[src/rtl/z_sched.sv]
// z_sched: round-robin issue of per-channel Z-score triples to one shared unit with tag tracking and cooldown
module z_sched #(
    parameter int         N_CH     = 4,
    parameter int         UNIT_LAT = 1,
    parameter logic [7:0] COOLDOWN = 8'd16
) (
    input  logic               clk,
    input  logic               rst_n,
    input  logic               enable,
    input  logic [N_CH-1:0]    req_valid,
    output logic [N_CH-1:0]    req_ready,
    input  logic [N_CH*8-1:0]  req_mean,
    input  logic [N_CH*8-1:0]  req_data,
    input  logic [N_CH*16-1:0] req_sqr_mean,
    output logic               z_valid_pre,
    output logic [7:0]         z_mean,
    output logic [7:0]         z_data,
    output logic [15:0]        z_sqr_mean,
    input  logic               z_valid_in,
    input  logic               z_buy,
    input  logic               z_sell,
    output logic [N_CH-1:0]    rsp_valid,
    output logic               rsp_buy,
    output logic               rsp_sell,
    output logic               busy,
    output logic               err
);
    localparam int IW = (N_CH > 1) ? $clog2(N_CH) : 1;
    typedef enum logic [1:0] {IDLE, RUN, DRAIN} state_t;
    state_t          state;
    logic [IW-1:0]   last, gnt_idx, iss_idx, scan;
    logic            gnt, head_v, route;
    logic [IW-1:0]   head_i;
    logic [N_CH-1:0] infl, elig, xfer, clr;
    logic [7:0]      cd [N_CH];
    logic            tag_v [UNIT_LAT];
    logic [IW-1:0]   tag_i [UNIT_LAT];
    always_comb begin
        elig = '0;
        for (int i = 0; i < N_CH; i++)
            elig[i] = req_valid[i] & ~infl[i] & (cd[i] == 8'd0) & (state == RUN);
    end
    // first eligible channel after the last winner, wrapping modulo N_CH
    always_comb begin
        gnt = 1'b0;
        gnt_idx = '0;
        scan = '0;
        for (int k = 1; k <= N_CH; k++) begin
            scan = IW'((int'(last) + k) % N_CH);
            if (!gnt && elig[scan]) begin
                gnt = 1'b1;
                gnt_idx = scan;
            end
        end
    end
    assign req_ready = gnt ? (N_CH'(1) << gnt_idx) : '0;
    assign xfer      = req_ready & req_valid;
    assign head_v    = tag_v[UNIT_LAT-1];
    assign head_i    = tag_i[UNIT_LAT-1];
    assign route     = head_v & z_valid_in;
    assign clr       = head_v ? (N_CH'(1) << head_i) : '0;
    assign busy      = (state != IDLE) || (infl != '0);
    always_ff @(posedge clk or negedge rst_n) begin
        if (!rst_n) begin
            state       <= IDLE;
            last        <= IW'(N_CH - 1);
            infl        <= '0;
            iss_idx     <= '0;
            z_valid_pre <= 1'b0;
            z_mean      <= '0;
            z_data      <= '0;
            z_sqr_mean  <= '0;
            rsp_valid   <= '0;
            rsp_buy     <= 1'b0;
            rsp_sell    <= 1'b0;
            err         <= 1'b0;
            for (int i = 0; i < N_CH; i++) cd[i] <= 8'd0;
            for (int s = 0; s < UNIT_LAT; s++) begin
                tag_v[s] <= 1'b0;
                tag_i[s] <= '0;
            end
        end else begin
            state <= enable ? RUN :
                     (state == RUN) ? DRAIN :
                     (state == DRAIN && infl == '0) ? IDLE : state;
            z_valid_pre <= gnt;
            if (gnt) begin
                last       <= gnt_idx;
                iss_idx    <= gnt_idx;
                z_mean     <= req_mean[8*gnt_idx +: 8];
                z_data     <= req_data[8*gnt_idx +: 8];
                z_sqr_mean <= req_sqr_mean[16*gnt_idx +: 16];
            end
            // tag pipeline is fed from the issue register so its head lines up with z_valid_in
            tag_v[0] <= z_valid_pre;
            tag_i[0] <= iss_idx;
            for (int s = 1; s < UNIT_LAT; s++) begin
                tag_v[s] <= tag_v[s-1];
                tag_i[s] <= tag_i[s-1];
            end
            infl      <= (infl | xfer) & ~clr;
            rsp_valid <= route ? (N_CH'(1) << head_i) : '0;
            if (route) begin
                rsp_buy  <= z_buy;
                rsp_sell <= z_sell;
            end
            err <= err | (head_v ^ z_valid_in);
            for (int i = 0; i < N_CH; i++)
                cd[i] <= (route && head_i == IW'(i) && (z_buy || z_sell)) ? COOLDOWN :
                         (cd[i] != 8'd0) ? cd[i] - 8'd1 : 8'd0;
        end
    end
endmodule

[config.mk]
export PLATFORM = sky130hd
export DESIGN_NAME = z_sched
export DESIGN_NICKNAME = d
export VERILOG_FILES = /design/src/rtl/z_sched.sv
export SDC_FILE = /design/constraint.sdc
export NUM_CORES = 1
export LEC_CHECK = 0
export CORE_ASPECT_RATIO = 0.8
export CORE_UTILIZATION = 30
export DETAILED_ROUTE_END_ITERATION = 10
export HOLD_SLACK_MARGIN = 0.05
export PLACE_DENSITY = 0.69
export RECOVER_POWER = 100
export SKIP_CTS_REPAIR_TIMING = 1
export SYNTH_ARGS = -nofsm -noshare
export SYNTH_HDL_FRONTEND = slang
export SYNTH_SLANG_ARGS = --single-unit
[constraint.sdc]
create_clock -name clk -period 2.6 [get_ports clk]
set_input_delay 0.26 -clock clk [delete_from_list [all_inputs] [get_ports clk]]
set_output_delay 0.26 -clock clk [all_outputs]
set_load 0.02 [all_outputs]
==> results.cfg <==
[run_status]
status = complete, no violations

[placement]
gp_congestion = 0.823
dpl_cell_area_um2 = 7280
hpwl_um = 11100
dp.cells = 889
port_buffers = 182

[pwr]
powerDensity_nw_per_um2 = 890
power_leakage_nw = 3.35
power_mw = 6.94
ir_drop_v = 0.000420

[timing]
tightestPinTransition_ps = 1200
skew_ps = 9.24
post-route-min-period_ps = 2510
slew_viol_final = 0
rsz0062_at_grt = yes
finalCritPeriodShare = 0.965
hold_viol = 0
finalSetupViolCount = 0
holdWs_ps = 381
clock.fmax_mhz = 398
slew-limit-headroom = 0.202

[clocking]
clkSinkCount = 85
cts-htree-levels = 3
worstSkewPairLatency_ps = 340
cts-root-buf = clkbuf_16
clockBufferDepth = 2
cts-buffers-inserted = 9
clkTransAtPathRegs_ps = 70
cts_tree = yes

[yosys]
ys.flop_type = dfrtp_1
synth_area_um2 = 4970
synthesis.nets = 616
synth_edf_count = 0
synthCells = 473
synth_seq_cells = 85
avgSynthCellArea_um2 = 10.5
ys_types = 52
async_flop_share = 1.00
ys_warn_count = 0
yosysSeqAreaShare = 0.429

[job]
max-cap-violations = 0

[final_layout]
nNetsFinal = 834
n_antenna_cell = 0
final_util = 0.489
finalInstanceArea_um2 = 7800
syn2layout_area_growth_pct = 57.1
final_layout_size_suffix_gt1_frac = 0.231
final_cells = 911

[route]
drt-initial-drc-count = 250
via_per_inst = 4.95
final_antenna_net_count = 0
drc_errors = 0
vias = 4511
postRouteWirelength_um = 15600
wl_per_cell_um = 17.1
drt_first_pass_iters = 4

[min_path]
hold_depth = 0
hold_class = reg2reg

[critical_path]
critPathArrivalTime_ps = 2250
r2r-start = cd[24]
path_common_cell = buf_4
worstSetupEndpointType = primary output
worstPathRequired_ps = 2340
cp-start-kind = flop
reg2reg_depth = 10
slowest_delay_ps = 380
cp_slowest_cell = dfrtp_1
critical_path_class = reg2out
cp-endpoint = req_ready[3]
path_cells = inv_1 -> ha_2 -> nor3b_2 -> buf_4 -> and4_4 -> o22ai_4 -> a211oi_4 -> buf_6 -> nor2_4 -> buf_4
startpoint = cd[24]
regToRegSetupSlack_ps = 100
r2r_end = z_sqr_mean[6]
path_max_fanout = 6

[global_routing]
grt_pass1_wl_um = 23800
grt_pass1_vias = 4628
grt_overflow = 0
grt_max_degree = 86
grt_antenna_before_repair = 0
grt_usage = 0.180

[floorplan]
die-area_um2 = 17100
die_x_um = 146
initial_core_util = 0.311
die_y_um = 117
rows = 41
ioPinCount = 183
core_um2 = 16000
==> through the flow <==
step	setup TNS (ps)	worst slack, ps
4_1_cts	-2970	-581
3_5_place_dp	-3220	-273
3_3_place_gp	-1920	-270
2_1_floorplan	0	143
5_1_grt	-257	-55.2
6_report	0	90.5
==> how the worst min path moves through the flow <==
stage | slack, ps | end | start
CTS | -30 | cd[28] | rst_n
global placement | 340 | rsp_sell | rst_n
finish | 380 | head_i[1] | iss_idx[1]
global route | 390 | head_i[0] | iss_idx[0]
detailed placement | 350 | cd[27] | rst_n
floorplan | -40 | cd[0] | rst_n
==> layer usage <==
layer / vias to the layer above / GRT usage / share of wire
met5: - / 0 / 0
met4: 0 / 0.0386 / 0.0053
met3: 8 / 0.0438 / 0.052
met2: 135 / 0.309 / 0.49
met1: 2227 / 0.231 / 0.45
li1: 2141 / - / -
==> final cells by class <==
type	count	area, um2
Fill cell	1462	8150
Timing Repair Buffer	234	2250
Multi-Input combinational cell	320	2680
Sequential cell	85	2130
Inverter	41	154
Clock buffer	10	229
Tap cell	215	269
Clock inverter	6	93.8
==> Yosys cell counts, types with 8 or more instances <==
master / instances / share of area
a211oi_1: 35 / 0.053
a211oi_2: 54 / 0.14
buf_2: 13 / 0.013
clkbuf_1: 8 / 0.0060
dfrtp_1: 83 / 0.42
inv_1: 41 / 0.031
mux2i_1: 35 / 0.071
nand2_1: 17 / 0.013
nor2_1: 73 / 0.055
o21ai_0: 9 / 0.0091
xnor2_1: 16 / 0.028
==> flip-flops by register name, indices dropped and copies added, names as in the netlist <==
| name | cells |
|---|---|
| infl | 4 |
| z_sqr_mean | 16 |
| state | 2 |
| rsp_valid | 4 |
| z_valid_pre | 1 |
| rsp_buy | 1 |
| head_i | 2 |
| err | 1 |
| cd | 32 |
| rsp_sell | 1 |
| last | 2 |
| iss_idx | 2 |
| z_mean | 8 |
| head_v | 1 |
| z_data | 8 |
==> report_power, final <==
part / switching, mW / leakage (nW) / internal (mW)
Clock: 0.559 / 0.154 / 0.853
Sequential: 0.532 / 1.02 / 1.95
Combinational: 1.45 / 2.18 / 1.61
==> layout by cell type (no fill, tap or decap), types with 3 or more instances in the layout <==
cell             netlist  layout
a21oi_1                5       5
nor2_1                73      72
buf_4                  1      46
nor3_1                 7       5
xor2_1                 7       7
o21ai_0                9       9
inv_1                 41      41
clkbuf_16              0       9
mux2i_1               35      35
a211oi_4               0       6
xnor2_1               16      16
a211oi_1              35      35
inv_6                  0       3
dfrtp_1               83      83
nor4_4                 3       3
nand4_1                4       4
nand2_1               17      17
a221oi_1               3       3
buf_6                  1       6
and4bb_2               3       3
a211oi_2              54      48
ha_1                   5       3
clkdlybuf4s50_1        0     177
==> critical path: cells and delay by family, from the launching register on <==
family / cells / cell delay, ps
compound gates: 2 / 390
flops: 1 / 380
fa+ha+maj: 1 / 180
buf+inv: 4 / 530
simple gates: 3 / 420
==> kinds of logic (layout without fill, tap and decap cells) <==
family / count (synthesis) / in the layout / synth area share
fa+ha+maj: 5 / 5 / 0.0126
xor+xnor: 23 / 23 / 0.0406
compound gates: 120 / 120 / 0.233
simple gates: 135 / 135 / 0.144
mux: 37 / 37 / 0.0751
buf+inv: 68 / 291 / 0.0660
flops: 85 / 85 / 0.429
(Power assumes the default switching activity.)
